==> config.mk <==
export PLATFORM = sky130hd
export DESIGN_NAME = sram_arbiter_flat
export DESIGN_NICKNAME = d
export VERILOG_FILES = /design/src/rtl/sram_arbiter_if.sv /design/src/rtl/sram_arbiter.sv /design/src/flat_wrapper.sv
export SDC_FILE = /design/constraint.sdc
export NUM_CORES = 1
export LEC_CHECK = 0
export ABC_AREA = 1
export CAP_MARGIN = 10
export CORE_UTILIZATION = 45
export DETAILED_ROUTE_END_ITERATION = 8
export PLACE_DENSITY = 0.86
export REMOVE_ABC_BUFFERS = 1
export SLEW_MARGIN = 20
export SYNTH_ARGS = -nofsm -noshare
export SYNTH_HDL_FRONTEND = slang
export SYNTH_SLANG_ARGS = --single-unit
==> constraint.sdc <==
create_clock -name clk100 -period 5.3 [get_ports clk100]
set_input_delay 1.325 -clock clk100 [delete_from_list [all_inputs] [get_ports clk100]]
set_output_delay 1.325 -clock clk100 [all_outputs]
set_load 0.01 [all_outputs]
==> src/rtl/sram_arbiter_if.sv <==
// Bus bundle between the SRAM arbiter, its two requesters and the SRAM pin wrapper.
// master: the environment side (video engine, host port, SRAM wrapper).
// slave:  the arbiter itself.
interface sram_arbiter_if #(
    parameter int ADDR_W = 18,
    parameter int DATA_W = 16
);
    // Video line-fetch requester (read only)
    logic              vid_req;
    logic [ADDR_W-1:0] vid_addr;
    logic              vid_ack;
    logic [DATA_W-1:0] vid_rdata;
    logic              vid_rvalid;

    // Host/blitter requester (read or byte-masked write)
    logic              host_req;
    logic              host_we;
    logic [ADDR_W-1:0] host_addr;
    logic [DATA_W-1:0] host_wdata;
    logic [1:0]        host_be;
    logic              host_ack;
    logic [DATA_W-1:0] host_rdata;
    logic              host_rvalid;

    // SRAM side, active-high strobes
    logic [ADDR_W-1:0] ram_addr;
    logic [DATA_W-1:0] ram_din;
    logic [DATA_W-1:0] ram_dout;
    logic              ram_ce;
    logic              ram_oe;
    logic              ram_we;
    logic              ram_lb;
    logic              ram_hb;

    modport master (
        output vid_req, vid_addr,
        input  vid_ack, vid_rdata, vid_rvalid,
        output host_req, host_we, host_addr, host_wdata, host_be,
        input  host_ack, host_rdata, host_rvalid,
        input  ram_addr, ram_dout, ram_ce, ram_oe, ram_we, ram_lb, ram_hb,
        output ram_din
    );

    modport slave (
        input  vid_req, vid_addr,
        output vid_ack, vid_rdata, vid_rvalid,
        input  host_req, host_we, host_addr, host_wdata, host_be,
        output host_ack, host_rdata, host_rvalid,
        output ram_addr, ram_dout, ram_ce, ram_oe, ram_we, ram_lb, ram_hb,
        input  ram_din
    );
endinterface

==> src/rtl/sram_arbiter.sv <==
// Two-port arbiter/sequencer for the single external 16-bit SRAM.
// Video reads have priority; the host is guaranteed a grant after
// MAX_VID_BURST consecutive video grants made while it was waiting.
// Every access is followed by at least one idle cycle with all strobes low.
module sram_arbiter #(
    parameter int ADDR_W        = 18,
    parameter int DATA_W        = 16,
    parameter int ACCESS_CYCLES = 2,
    parameter int MAX_VID_BURST = 8
) (
    input  logic          clk100,
    input  logic          reset_n,
    sram_arbiter_if.slave bus
);
    localparam logic [1:0] IDLE    = 2'd0;
    localparam logic [1:0] VID_RD  = 2'd1;
    localparam logic [1:0] HOST_RD = 2'd2;
    localparam logic [1:0] HOST_WR = 2'd3;

    localparam logic [3:0] LAST_CYCLE  = 4'(ACCESS_CYCLES);
    localparam logic [7:0] BURST_LIMIT = 8'(MAX_VID_BURST);

    logic [1:0]        state_reg;
    logic [3:0]        cycle_reg;
    logic [7:0]        starve_reg;
    logic [ADDR_W-1:0] addr_reg;
    logic [DATA_W-1:0] dout_reg;
    logic [DATA_W-1:0] vid_rdata_reg;
    logic [DATA_W-1:0] host_rdata_reg;
    logic              vid_ack_reg;
    logic              host_ack_reg;
    logic              vid_rvalid_reg;
    logic              host_rvalid_reg;
    logic              ce_reg;
    logic              oe_reg;
    logic              we_reg;
    logic              lb_reg;
    logic              hb_reg;

    logic grant_ok;
    logic host_wins;
    logic host_null_write;
    logic last_cycle;

    // Grant decision. No grant is made while an ack is still on the wire in
    // IDLE (only possible after a be=00 write), so a requester that drops its
    // request on seeing the ack is not granted a second time.
    always_comb begin
        grant_ok        = (state_reg == IDLE) && !host_ack_reg;
        host_wins       = bus.host_req && (!bus.vid_req || (starve_reg == BURST_LIMIT));
        host_null_write = bus.host_we && (bus.host_be == 2'b00);
        last_cycle      = (cycle_reg == LAST_CYCLE);
    end

    // Arbitration, access sequencing, read capture and starvation counting.
    always_ff @(posedge clk100 or negedge reset_n) begin
        if (!reset_n) begin
            state_reg       <= IDLE;
            cycle_reg       <= '0;
            starve_reg      <= '0;
            addr_reg        <= '0;
            dout_reg        <= '0;
            vid_rdata_reg   <= '0;
            host_rdata_reg  <= '0;
            vid_ack_reg     <= 1'b0;
            host_ack_reg    <= 1'b0;
            vid_rvalid_reg  <= 1'b0;
            host_rvalid_reg <= 1'b0;
            ce_reg          <= 1'b0;
            oe_reg          <= 1'b0;
            we_reg          <= 1'b0;
            lb_reg          <= 1'b0;
            hb_reg          <= 1'b0;
        end else begin
            vid_ack_reg     <= 1'b0;
            host_ack_reg    <= 1'b0;
            vid_rvalid_reg  <= 1'b0;
            host_rvalid_reg <= 1'b0;
            case (state_reg)
                IDLE: begin
                    if (!bus.host_req) begin
                        starve_reg <= '0;
                    end
                    if (grant_ok && host_wins) begin
                        host_ack_reg <= 1'b1;
                        starve_reg   <= '0;
                        // A write with no byte lanes is acknowledged but never reaches the SRAM.
                        if (!host_null_write) begin
                            state_reg <= bus.host_we ? HOST_WR : HOST_RD;
                            cycle_reg <= 4'd1;
                            addr_reg  <= bus.host_addr;
                            ce_reg    <= 1'b1;
                            oe_reg    <= !bus.host_we;
                            we_reg    <= bus.host_we;
                            lb_reg    <= bus.host_we ? bus.host_be[0] : 1'b1;
                            hb_reg    <= bus.host_we ? bus.host_be[1] : 1'b1;
                            if (bus.host_we) begin
                                dout_reg <= bus.host_wdata;
                            end
                        end
                    end else if (grant_ok && bus.vid_req) begin
                        vid_ack_reg <= 1'b1;
                        state_reg   <= VID_RD;
                        cycle_reg   <= 4'd1;
                        addr_reg    <= bus.vid_addr;
                        ce_reg      <= 1'b1;
                        oe_reg      <= 1'b1;
                        we_reg      <= 1'b0;
                        lb_reg      <= 1'b1;
                        hb_reg      <= 1'b1;
                        if (bus.host_req && (starve_reg != BURST_LIMIT)) begin
                            starve_reg <= starve_reg + 8'd1;
                        end
                    end
                end
                default: begin
                    if (last_cycle) begin
                        // End of access: drop strobes, capture read data at this edge.
                        state_reg <= IDLE;
                        ce_reg    <= 1'b0;
                        oe_reg    <= 1'b0;
                        we_reg    <= 1'b0;
                        lb_reg    <= 1'b0;
                        hb_reg    <= 1'b0;
                        if (state_reg == VID_RD) begin
                            vid_rdata_reg  <= bus.ram_din;
                            vid_rvalid_reg <= 1'b1;
                        end
                        if (state_reg == HOST_RD) begin
                            host_rdata_reg  <= bus.ram_din;
                            host_rvalid_reg <= 1'b1;
                        end
                    end else begin
                        cycle_reg <= cycle_reg + 4'd1;
                    end
                end
            endcase
        end
    end

    assign bus.vid_ack     = vid_ack_reg;
    assign bus.vid_rdata   = vid_rdata_reg;
    assign bus.vid_rvalid  = vid_rvalid_reg;
    assign bus.host_ack    = host_ack_reg;
    assign bus.host_rdata  = host_rdata_reg;
    assign bus.host_rvalid = host_rvalid_reg;
    assign bus.ram_addr    = addr_reg;
    assign bus.ram_dout    = dout_reg;
    assign bus.ram_ce      = ce_reg;
    assign bus.ram_oe      = oe_reg;
    assign bus.ram_we      = we_reg;
    assign bus.ram_lb      = lb_reg;
    assign bus.ram_hb      = hb_reg;
endmodule

==> src/flat_wrapper.sv <==
// flat-port wrapper written by rule: the top's interface ports become plain ports
module sram_arbiter_flat 
#(
    parameter int ADDR_W        = 18,
    parameter int DATA_W        = 16,
    parameter int ACCESS_CYCLES = 2,
    parameter int MAX_VID_BURST = 8
)
  (clk100, reset_n, bus_vid_req, bus_vid_addr, bus_vid_ack, bus_vid_rdata, bus_vid_rvalid, bus_host_req, bus_host_we, bus_host_addr, bus_host_wdata, bus_host_be, bus_host_ack, bus_host_rdata, bus_host_rvalid, bus_ram_addr, bus_ram_dout, bus_ram_ce, bus_ram_oe, bus_ram_we, bus_ram_lb, bus_ram_hb, bus_ram_din);
  sram_arbiter_if #(.ADDR_W(ADDR_W), .DATA_W(DATA_W)) bus_i ();
  input  logic clk100;
  input  logic reset_n;
  input wire logic [$bits(bus_i.vid_req)-1:0] bus_vid_req;
  input wire logic [$bits(bus_i.vid_addr)-1:0] bus_vid_addr;
  output wire logic [$bits(bus_i.vid_ack)-1:0] bus_vid_ack;
  output wire logic [$bits(bus_i.vid_rdata)-1:0] bus_vid_rdata;
  output wire logic [$bits(bus_i.vid_rvalid)-1:0] bus_vid_rvalid;
  input wire logic [$bits(bus_i.host_req)-1:0] bus_host_req;
  input wire logic [$bits(bus_i.host_we)-1:0] bus_host_we;
  input wire logic [$bits(bus_i.host_addr)-1:0] bus_host_addr;
  input wire logic [$bits(bus_i.host_wdata)-1:0] bus_host_wdata;
  input wire logic [$bits(bus_i.host_be)-1:0] bus_host_be;
  output wire logic [$bits(bus_i.host_ack)-1:0] bus_host_ack;
  output wire logic [$bits(bus_i.host_rdata)-1:0] bus_host_rdata;
  output wire logic [$bits(bus_i.host_rvalid)-1:0] bus_host_rvalid;
  output wire logic [$bits(bus_i.ram_addr)-1:0] bus_ram_addr;
  output wire logic [$bits(bus_i.ram_dout)-1:0] bus_ram_dout;
  output wire logic [$bits(bus_i.ram_ce)-1:0] bus_ram_ce;
  output wire logic [$bits(bus_i.ram_oe)-1:0] bus_ram_oe;
  output wire logic [$bits(bus_i.ram_we)-1:0] bus_ram_we;
  output wire logic [$bits(bus_i.ram_lb)-1:0] bus_ram_lb;
  output wire logic [$bits(bus_i.ram_hb)-1:0] bus_ram_hb;
  input wire logic [$bits(bus_i.ram_din)-1:0] bus_ram_din;
  assign bus_i.vid_req = bus_vid_req;
  assign bus_i.vid_addr = bus_vid_addr;
  assign bus_vid_ack = bus_i.vid_ack;
  assign bus_vid_rdata = bus_i.vid_rdata;
  assign bus_vid_rvalid = bus_i.vid_rvalid;
  assign bus_i.host_req = bus_host_req;
  assign bus_i.host_we = bus_host_we;
  assign bus_i.host_addr = bus_host_addr;
  assign bus_i.host_wdata = bus_host_wdata;
  assign bus_i.host_be = bus_host_be;
  assign bus_host_ack = bus_i.host_ack;
  assign bus_host_rdata = bus_i.host_rdata;
  assign bus_host_rvalid = bus_i.host_rvalid;
  assign bus_ram_addr = bus_i.ram_addr;
  assign bus_ram_dout = bus_i.ram_dout;
  assign bus_ram_ce = bus_i.ram_ce;
  assign bus_ram_oe = bus_i.ram_oe;
  assign bus_ram_we = bus_i.ram_we;
  assign bus_ram_lb = bus_i.ram_lb;
  assign bus_ram_hb = bus_i.ram_hb;
  assign bus_i.ram_din = bus_ram_din;
  sram_arbiter #(.ADDR_W(ADDR_W), .DATA_W(DATA_W), .ACCESS_CYCLES(ACCESS_CYCLES), .MAX_VID_BURST(MAX_VID_BURST)) u_core (.clk100(clk100), .reset_n(reset_n), .bus(bus_i));
endmodule
==> results of run 1 <==
==> per-layer routing <==
layer  vias up  share of wire, %  global-route usage [%]  wire (um)
met1      1713                41                    25.7       4130
met5         -                 0                       0          0
li1       1849                 -                       -          -
met4         0               2.3                    8.84        231
met2       116                51                    37.6       5140
met3        19               5.3                    4.41        533
==> cell usage in the layout, fill, tap and decap left out, drive strengths merged <==
cell,instances
nand3,39
nand4,2
nand2,230
dfrtp,89
o21ai,44
ha,4
inv,42
xnor2,1
nor2,25
bufinv,2
nor3b,1
nor3,2
clkdlybuf4s50,148
o21bai,1
clkbuf,11
o22ai,1
a21oi,3
xor2,2
clkinv,2
buf,2
==> logic make-up (layout without fill, tap and decap cells) <==
kind of cell    after synthesis  in the layout
simple gates                299            299
flops                        89             89
buf+inv                      59            207
xor+xnor                      3              3
fa+ha+maj                     4              4
compound gates               49             49
==> Yosys cell counts, drive strengths merged <==
master | count | area share (%)
nor2 | 25 | 2.6
ha | 4 | 1.2
xor2 | 2 | 0.43
nor3 | 2 | 0.25
o21bai | 1 | 0.19
nand2 | 230 | 22
o21ai | 44 | 5.4
clkbuf | 7 | 0.65
a21oi | 3 | 0.65
inv | 41 | 3.8
buf | 11 | 2.1
xnor2 | 1 | 0.22
o22ai | 1 | 0.15
nand3 | 39 | 4.9
dfrtp | 89 | 55
nand4 | 2 | 0.31
nor3b | 1 | 0.31
==> power by group through the flow <==
stage          Clock (mW)  Sequential, mW  Combinational (mW)
3_3_place_gp            0            1.17                1.34
5_1_grt             0.565            1.21                1.51
3_5_place_dp            0            1.18                1.38
2_1_floorplan           0            1.29               0.471
6_report            0.527            1.17                1.38
4_1_cts             0.534            1.17                1.39
==> per-stage QoR <==
step,power (mW),instances,setup WS (ns),area (um2),utilization [%]
floorplan,1.76,485,2.71,3940,-
global placement,2.51,743,1.87,5570,63.9
detailed placement,2.56,743,1.80,5570,63.9
CTS,3.09,759,2.16,5800,66.5
global route,3.29,759,1.96,5810,66.6
finish,3.08,759,2.12,5810,66.6
==> how the worst max path moves through the flow <==
| stage | start | end | cells past startpoint |
|---|---|---|---|
| final | bus_host_req | u_core.bus.ram_dout[14] | 8 |
| after global placement | bus_host_req | u_core.bus.ram_dout[14] | 8 |
| after detailed placement | bus_host_req | u_core.bus.ram_dout[14] | 8 |
| after CTS | bus_host_req | u_core.bus.ram_dout[14] | 8 |
| after global routing | bus_host_req | u_core.bus.ram_dout[14] | 8 |
| after floorplan | bus_host_req | u_core.bus.ram_dout[0] | 7 |
==> critical path: stages <==
cell and delay (ns):
clkdlybuf4s50_1 0.51, inv_1 0.10, nor2_4 0.20, inv_2 0.08, a21oi_4 0.72, nand2_4 0.27, nand2_1 0.14, nand2_1 0.06
==> layout make-up <==
| cell class | count | area (um2) | share of cell area [%] |
|---|---|---|---|
| Clock inverter | 5 | 86.3 | 1.49 |
| Inverter | 41 | 154 | 2.65 |
| Tap cell | 108 | 135 | 2.33 |
| Multi-Input combinational cell | 355 | 1570 | 27.0 |
| Clock buffer | 11 | 141 | 2.43 |
| Sequential cell | 89 | 2230 | 38.3 |
| Timing Repair Buffer | 150 | 1500 | 25.8 |
==> results by group, run 1 <==
Timing
  – Hold Slack: 0.483 ns
  – Final-report hold violation count: 0
  – Final Critical Period: 3.18 ns
  – Post-route clock period utilization: roughly 60%
  – Highest clock rate: 314 MHz
  – RSZ-0062 raised after global routing: false
  – Final setup TNS: 0 ns
  – Worst-Margin Slew: between 0.9 and 1 ns
  – Max-slew headroom: a little under two fifths
  – Setup violators final: 0
  – Worst Skew: 0.0126 ns
  – Max-slew violations: 0

Synthesis
  – Distinct cells, synth: 26
  – Avg Cell Area, Syn: 8.05 um2
  – Register area share after synthesis: 55.0%
  – Post-Synth Simple-Gate Area: between 30% and 40%
  – Warnings, synthesis: 0
  – Synth Area in Compound Gates: 6.43%
  – Mapped cell area: 4050 um2
  – Multiplexer share of the synthesized area: 0%
  – Yosys reg bits: 89
  – Main combinational cell family by area after synthesis: simple AND/OR/NAND/NOR gates
  – Synth Area in XOR/XNOR: less than 1%
  – Synth Instances: 503
  – Area share of fa/ha/maj cells after synthesis: 1.24%

Floorplan
  – Full die area: about 9400 um2
  – Initial Util: 46.4%
  – Core area: 8720 um2
  – Num rows: 34
  – IO Count: 150
  – Die width: 96.9 um
  – Die height: 96.9 um

GRT
  – All-Layer GR Usage: 21.5%
  – Vias in the first global route: between 3000 and 4000
  – Largest net degree at the start of global routing: 52
  – Global-route wire length before repair: 16.5 mm
  – GR Overflow Total: 0
  – Initial antenna violation count: 0

Clocking
  – CTS Buf Count: 9
  – CTS Buffer Depth: 2
  – Clock transition at path regs: 0.09 ns
  – Clock root cell: clkbuf_8
  – Number of H-tree levels: 3
  – Clock Sinks: 89
  – Setup bufs post-CTS: 0
  – Post-CTS Resized: 0
  – Worst-Skew Late Latency: 0.34 ns
  – CTS tree: done
  – Post-CTS Hold Buffers: 0

Finish
  – Max FFs per register: 18
  – Layout cells sized above 1: 4.61%
  – Area Overhead vs Synth: 43.5%
  – Final #Nets: 725
  – # fillers: 687
  – Diode count: 0

Routing
  – Via/cell ratio: a little under 5
  – Post-DRT Antenna Nets: 0
  – Post-Route WL: 10.0 mm
  – Via count: approximately 3700
  – DRC Markers: 0
  – WL per Instance: 13.2 um
  – 1st-pass router iterations: 4
  – Initial DRC count: 209

Pwr
  – Net Sw Frac: 36.0%
  – Gate power share: 44.7%
  – Pwr Density: 530 nW/um2
  – Sequential Power Share: 38.2%
  – Internal power: 1.97 mW
  – Clock Power Share: 17.1%
  – Switching power: 1.11 mW
  – Static Leak: a little under 3 nW
  – Worst VDD drop: 0.231 mV

Place
  – Placer Congestion: 0.870
  – Hpwl dp: 7.22 mm
  – Port bufs: 149

Min path
  – Hold Path Origin: u_core.bus.ram_dout[13]
  – Hold crit path type: reg2reg
  – WHS Path Cells: 2
  – Hold EP: u_core.bus.ram_dout[13]

Worst setup path
  – R2r startpoint: u_core.state_reg[0]
  – Setup crit end kind: flop
  – Crit path DAT: around 3.4 ns
  – Reg-to-reg endpoint: u_core.bus.ram_dout[14]
  – Crit start category: primary input
  – Worst path required time: approximately 5.5 ns
  – CP Max Fanout: 36
  – Worst reg2reg setup slack: 2.72 ns
  – Reg2Reg Depth: 8
  – Setup CP Type: in2reg

Outcome
  – Status: finished clean

Run
  – Max Cap Viol: 0
Note: power is estimated with default switching activity, not from simulation.
==> run 2: changes to the inputs <==
- clock period: 5.3 -> 3.3 ns (I/O delays scaled with it)
==> run 2 against run 1 <==
  * Total power increased by 59%
  * First-iteration DRC count decreased by 23%
  * Setup slack got worse by 1.2 ns
  * Clock skew decreased by 0.0025 ns
  * Global-route usage increased by 1.3 points
  * Register-to-register slack got worse by 1.7 ns
  * Core utilization increased by 0.24 points
  * Combinational power increased by 63%
  * Critical path type unchanged
  * Largest cell class unchanged
==> results by group, run 2 (synthesis gave the netlist of run 1 again) <==
Outcome
  – Status: finished clean

Timing
  – Worst-Margin Slew: 0.671 ns (-0.267 ns)
  – Max-slew violations: 0 (unchanged)
  – Worst Skew: 0.0101 ns (-0.00246 ns)
  – Max-slew headroom: 55.3% (+18 points)
  – Final setup TNS: 0 ns (unchanged)
  – Setup violators final: 0 (unchanged)
  – Post-route clock period utilization: a little under three quarters
  – RSZ-0062 raised after global routing: false
  – Hold Slack: 0.476 ns (-0.00663 ns)
  – Highest clock rate: ~420 MHz
  – Final-report hold violation count: 0 (unchanged)
  – Final Critical Period: 2.35 ns
  – Fin worst setup slack: 0.947 ns (-1.17 ns)

Finish
  – Fin util: 66.9% (+0.24 points)
  – # fillers: 689 (+0.29%)
  – Non-filler cells, final: 765 (+0.79%)
  – Final #Nets: 731 (+0.83%)
  – Diode count: 0 (unchanged)
  – Sequential cell area: 2230 um2 (unchanged)
  – Commonest non-fill, non-tap cells in the layout: nand2_1, clkdlybuf4s50_1, dfrtp_1
  – Final Cell Area: 5830 um2 (+0.37%)
  – Area occupied by multi-input gates: 1560 um2 (-0.80%)
  – Layout cells sized above 1: 5.02% (+0.41 points)
  – Commonest non-fill, non-tap cell in the layout: nand2_1
  – Max FFs per register: 18 (unchanged)
  – Area Overhead vs Synth: 44.0%

Worst setup path
  – Crit-path cells: clkdlybuf4s50_1 -> inv_1 -> nor2_4 -> inv_2 -> a21oi_4 -> buf_4 -> nand2_1 -> nand2_1 -> nand2_1 -> nand2_1
  – CP Max Fanout: 30 (-17%)
  – Crit path DAT: 2.65 ns (-0.76 ns)
  – Crit start category: primary input
  – R2r startpoint: u_core.state_reg[0]
  – Slowest CP cell: clkdlybuf4s50_1
  – Worst path required time: 3.59 ns (-1.94 ns)
  – Setup crit end kind: flop
  – Crit path top cell by count: nand2_1
  – Family with the most delay on the worst path: buffers and inverters
  – Setup CP Type: in2reg
  – Worst path bufs/invs: 4 (+1)
  – Critical path launch point: bus_host_req
  – Largest stage delay on the critical path: 0.52 ns (-0.20 ns)

Place
  – Placed Cells: 749 (+0.81%)
  – Hpwl dp: 7.68 mm (+6.4%)
  – Placement Cell Area: 5630 um2 (+1.0%)
  – Placer Congestion: 0.844 (-3.0%)
  – Port bufs: 149 (unchanged)
  – Pre-CTS setup slack: 0.580 ns (-1.22 ns)

Clocking
  – CTS tree: done
  – Post-CTS Resized: 0 (unchanged)
  – Worst-Skew Late Latency: 0.35 ns (about the same)
  – CTS Buf Count: 9 (unchanged)
  – Clock transition at path regs: 0.09 ns (about the same)
  – CTS Buffer Depth: 2 (unchanged)
  – Setup bufs post-CTS: 0 (unchanged)
  – Clock Sinks: 89 (unchanged)
  – Number of H-tree levels: 3 (unchanged)
  – Post-CTS Hold Buffers: 0 (unchanged)
  – Clock root cell: clkbuf_8

GRT
  – All-Layer GR Usage: 22.8% (+1.3 points)
  – Initial antenna violation count: 0 (unchanged)
  – Largest net degree at the start of global routing: 52 (unchanged)
  – GR Overflow Total: 0 (unchanged)
  – Global-route wire length before repair: 17.4 mm (+5.4%)
  – Vias in the first global route: 3835 (+6.5%)

Routing
  – WL per Instance: 13.6 um (+3.1%)
  – Post-Route WL: 10.4 mm (+3.9%)
  – DRC Markers: 0 (unchanged)
  – Post-DRT Antenna Nets: 0 (unchanged)
  – Via/cell ratio: 4.94 (+1.4%)
  – Via count: 3779 (+2.2%)
  – Initial DRC count: 160 (-23%)
  – 1st-pass router iterations: 4 (unchanged)

Floorplan
  – Die width: 96.9 um (unchanged)
  – Initial Util: 46.4% (unchanged)
  – Die height: 96.9 um (unchanged)
  – Core area: 8720 um2 (unchanged)
  – Num rows: 34 (unchanged)
  – IO Count: 150 (unchanged)
  – Full die area: 9380 um2 (unchanged)

Pwr
  – Tot Pwr: 4.90 mW (+59%)
  – Pwr Density: 840 nW/um2 (+59%)
  – Worst VDD drop: 0.462 mV (+100%)
  – Static Leak: 2.92 nW (+0.48%)

Run
  – Max Cap Viol: 0 (unchanged)

Min path
  – Hold Path Origin: u_core.bus.ram_ce
  – Hold crit path type: reg2reg
run 2: changes by cell type in the layout (fill, tap and decap cells not counted), sizes merged:
cell,previous run,this run
buf,2,8
bufinv,2,1
clkinv,2,0
clkinvlp,0,2
inv,42,43
run 2: area by class of cell:
cell class,count,share of cell area (%)
sequential,89,38.2
timing repair buffer,156,26.7
tap,108,2.32
clock inverter,5,1.07
inverter,41,2.64
multi-input combinational,355,26.7
clock buffer,11,2.42
run 2: worst min-delay path: cells and delay by family (launching register included):
family	cells	cell delay [ns]
flops	1	0.35
simple gates	2	0.10
run 2: final timing paths:
check / end / slack (ns) / depth (start not counted)
worst max-delay path: u_core.bus.ram_addr[5] / 0.95 / 10
min in group asynchronous: u_core.bus.host_rdata[0] / 0.49 / 1
worst min register to register: u_core.bus.ram_ce / 0.48 / 2
max in group asynchronous: u_core.bus.ram_ce / 2.15 / 2
worst min-delay path: u_core.bus.ram_ce / 0.48 / 2
worst max register to register: u_core.bus.ram_addr[5] / 1.05 / 10
run 2: per-layer routing:
metal  up-vias  global-route usage [%]  wire [um]
li1       1858                       -          -
met1      1764                    27.2       4230
met2       132                    39.3       5360
met3        25                    4.12        507
met4         0                    11.8        323
met5         -                       0          0
run 2: report_power, final:
part | switching [mW] | internal (mW)
Sequential | 0.302 | 1.58
Combinational | 1.10 | 1.15
Clock | 0.392 | 0.377
==> run 3: changes to the inputs <==
- CORE_UTILIZATION: 45 -> 40
- PLACE_DENSITY: 0.86 -> 0.81
- clock period: 3.3 -> 2 ns (I/O delays scaled with it)
==> run 3 against run 2 <==
  * Die area is 12% higher
  * Largest power group unchanged
  * Highest routed layer unchanged
  * Core utilization is 5.4 points lower
  * First-iteration DRC count decreased by 14%
  * Hold slack worse by 0.41 ns
  * Critical endpoint is now bus_ram_oe
==> results by group, run 3 (synthesis gave the netlist of run 1 again) <==
Finish
  – Final Cell Area: 6000 um2 (+3.0%)
  – Layout cells sized above 1: 7.45% (+2.4 points)
  – Fin util: 61.4% (-5.4 points)
  – Commonest non-fill, non-tap cells in the layout: nand2_1, clkdlybuf4s50_1, dfrtp_1
  – Commonest non-fill, non-tap cell in the layout: nand2_1
  – Final #Nets: 745 (+1.9%)
  – Area Overhead vs Synth: 48.3%
  – Max FFs per register: 18 (unchanged)
  – Diode count: 0 (unchanged)

Worst setup path
  – Crit-path cells: clkdlybuf4s50_1
  – CP Depth: 1 (-9)
  – Setup CP Type: reg2out
  – Worst path required time: 1.50 ns (-2.09 ns)
  – Reg2Reg Depth: 12 (+2)
  – CP Max Fanout: 2 (-93%)
  – Slowest CP cell: clkdlybuf4s50_1
  – Worst path bufs/invs: 1 (-3)
  – Crit start category: flop
  – Setup crit end kind: primary output
  – Family with the most delay on the worst path: buffers and inverters
  – Crit path DAT: 1.32 ns (-1.33 ns)
  – Largest stage delay on the critical path: 0.58 ns (+0.06 ns)

Floorplan
  – Initial Util: 41.4% (-5.0 points)
  – Die height: 103 um (+5.9%)
  – Full die area: 10500 um2 (+12%)
  – Core area: 9770 um2 (+12%)
  – Num rows: 36 (+5.9%)
  – Die width: 103 um (+5.9%)
  – IO Count: 150 (unchanged)

GRT
  – GR Overflow Total: 0 (unchanged)
  – All-Layer GR Usage: 20.8% (-2.1 points)
  – Initial antenna violation count: 0 (unchanged)
  – Largest net degree at the start of global routing: 36 (-31%)
  – Global-route wire length before repair: 17.0 mm (-2.7%)
  – Vias in the first global route: 3740 (-2.5%)

Pwr
  – Worst VDD drop: 0.582 mV (+26%)
  – Clock Power Share: 14.4% (-1.3 points)
  – Net Sw Frac: 37.0% (+0.36 points)
  – Sequential Power Share: 38.2% (-0.2 points)
  – Switching power: 3.01 mW (+68%)
  – Gate power share: 47.4% (+1.5 points)
  – Internal power: 5.13 mW (+65%)
  – Tot Pwr: 8.14 mW (+66%)
  – Pwr Density: 1360 nW/um2 (+62%)
  – Static Leak: 3.00 nW (+2.6%)

Clocking
  – CTS tree: done
  – Number of H-tree levels: 3 (unchanged)
  – Clock root cell: clkbuf_8
  – CTS Buf Count: 9 (unchanged)
  – CTS Buffer Depth: 2 (unchanged)
  – Clock Sinks: 89 (unchanged)
  – Post-CTS Hold Buffers: 0 (unchanged)
  – Clock transition at path regs: 0.09 ns (about the same)
  – Worst-Skew Late Latency: 0.36 ns (about the same)

Timing
  – Setup violators final: 0 (unchanged)
  – Worst Skew: 0.0117 ns (+0.00154 ns)
  – Final Critical Period: ~1.8 ns
  – RSZ-0062 raised after global routing: false
  – Worst-Margin Slew: 0.436 ns (-0.235 ns)
  – Post-route clock period utilization: between 90% and 100%
  – Final-report hold violation count: 0 (unchanged)
  – Max-slew headroom: 71.0% (+16 points)
  – Final setup TNS: 0 ns (unchanged)
  – Fin worst setup slack: 0.182 ns (-0.765 ns)
  – Highest clock rate: 550 MHz
  – Max-slew violations: 0 (unchanged)

Place
  – Hpwl dp: 7.93 mm (+3.3%)
  – Port bufs: 149 (unchanged)
  – Placement Cell Area: 5790 um2 (+2.8%)
  – Placer Congestion: 0.856 (+1.3%)
  – Pre-CTS setup slack: -0.0806 ns (-0.661 ns)

Routing
  – 1st-pass router iterations: 5 (+1)
  – Post-Route WL: 10.6 mm (+1.5%)
  – Post-DRT Antenna Nets: 0 (unchanged)
  – Initial DRC count: 138 (-14%)
  – DRC Markers: 0 (unchanged)
  – WL per Instance: 13.2 um (-3.4%)
  – Via/cell ratio: 4.67 (-5.5%)
  – Via count: 3752 (-0.71%)

Run
  – Max Cap Viol: 0 (unchanged)

Min path
  – Hold crit path type: in2async

Outcome
  – Status: finished clean
run 3: changes by cell type in the layout (fill, tap and decap cells not counted), sizes merged:
cell	before	now
buf	8	22
inv	43	44
clkbuf	11	10
clkinv	0	3
bufinv	1	0
clkinvlp	2	0
run 3: layout make-up:
| type | count | area, um2 |
|---|---|---|
| Tap cell | 133 | 166 |
| Clock inverter | 6 | 48.8 |
| Fill cell | 870 | 3770 |
| Multi-Input combinational cell | 355 | 1570 |
| Timing Repair Buffer | 170 | 1700 |
| Sequential cell | 89 | 2230 |
| Clock buffer | 10 | 138 |
| Inverter | 41 | 156 |
run 3: power groups by stage:
stage                     registers (mW)  clock network [mW]  logic (mW)
after floorplan                     3.41                   0        1.25
after global placement              3.11                   0        3.74
after detailed placement            3.12                   0        3.86
after CTS                           3.11                1.20        3.87
after global routing                3.20                1.27        4.26
final                               3.11                1.17        3.86
run 3: per-layer routing:
metal	GRT usage [%]	wire length (um)	vias up
met3	4.27	433	22
met5	0	0	-
li1	-	-	1890
met1	24.5	4470	1736
met4	8.57	259	0
met2	36.8	5420	104
run 3: through the flow:
step | instances | hold WS [ns]
after global routing | 804 | 0.0777
after CTS | 802 | 0.0703
after detailed placement | 786 | 0.458
final | 804 | 0.0616
after floorplan | 485 | 0.204
after global placement | 786 | 0.458
run 3: what timing repair did:
item / in CTS / in global routing
gates resized for setup: 0 / 5
buffers inserted: 0 / 2
setup endpoints to repair: 0 / 35
hold endpoints to repair: 0 / 0
run 3: path summary, 6_finish.rpt:
check | from | to | slack (ns)
max | u_core.bus.ram_oe | bus_ram_oe | 0.18
min | reset_n | u_core.bus.vid_rdata[14] | 0.06
max reg2reg | u_core.starve_reg[0] | u_core.bus.ram_addr[14] | 0.21
min reg2reg | u_core.bus.ram_ce | u_core.bus.ram_ce | 0.47
max in group asynchronous | reset_n | u_core.bus.ram_addr[9] | 1.23
min in group clk100 | u_core.bus.ram_ce | u_core.bus.ram_ce | 0.47
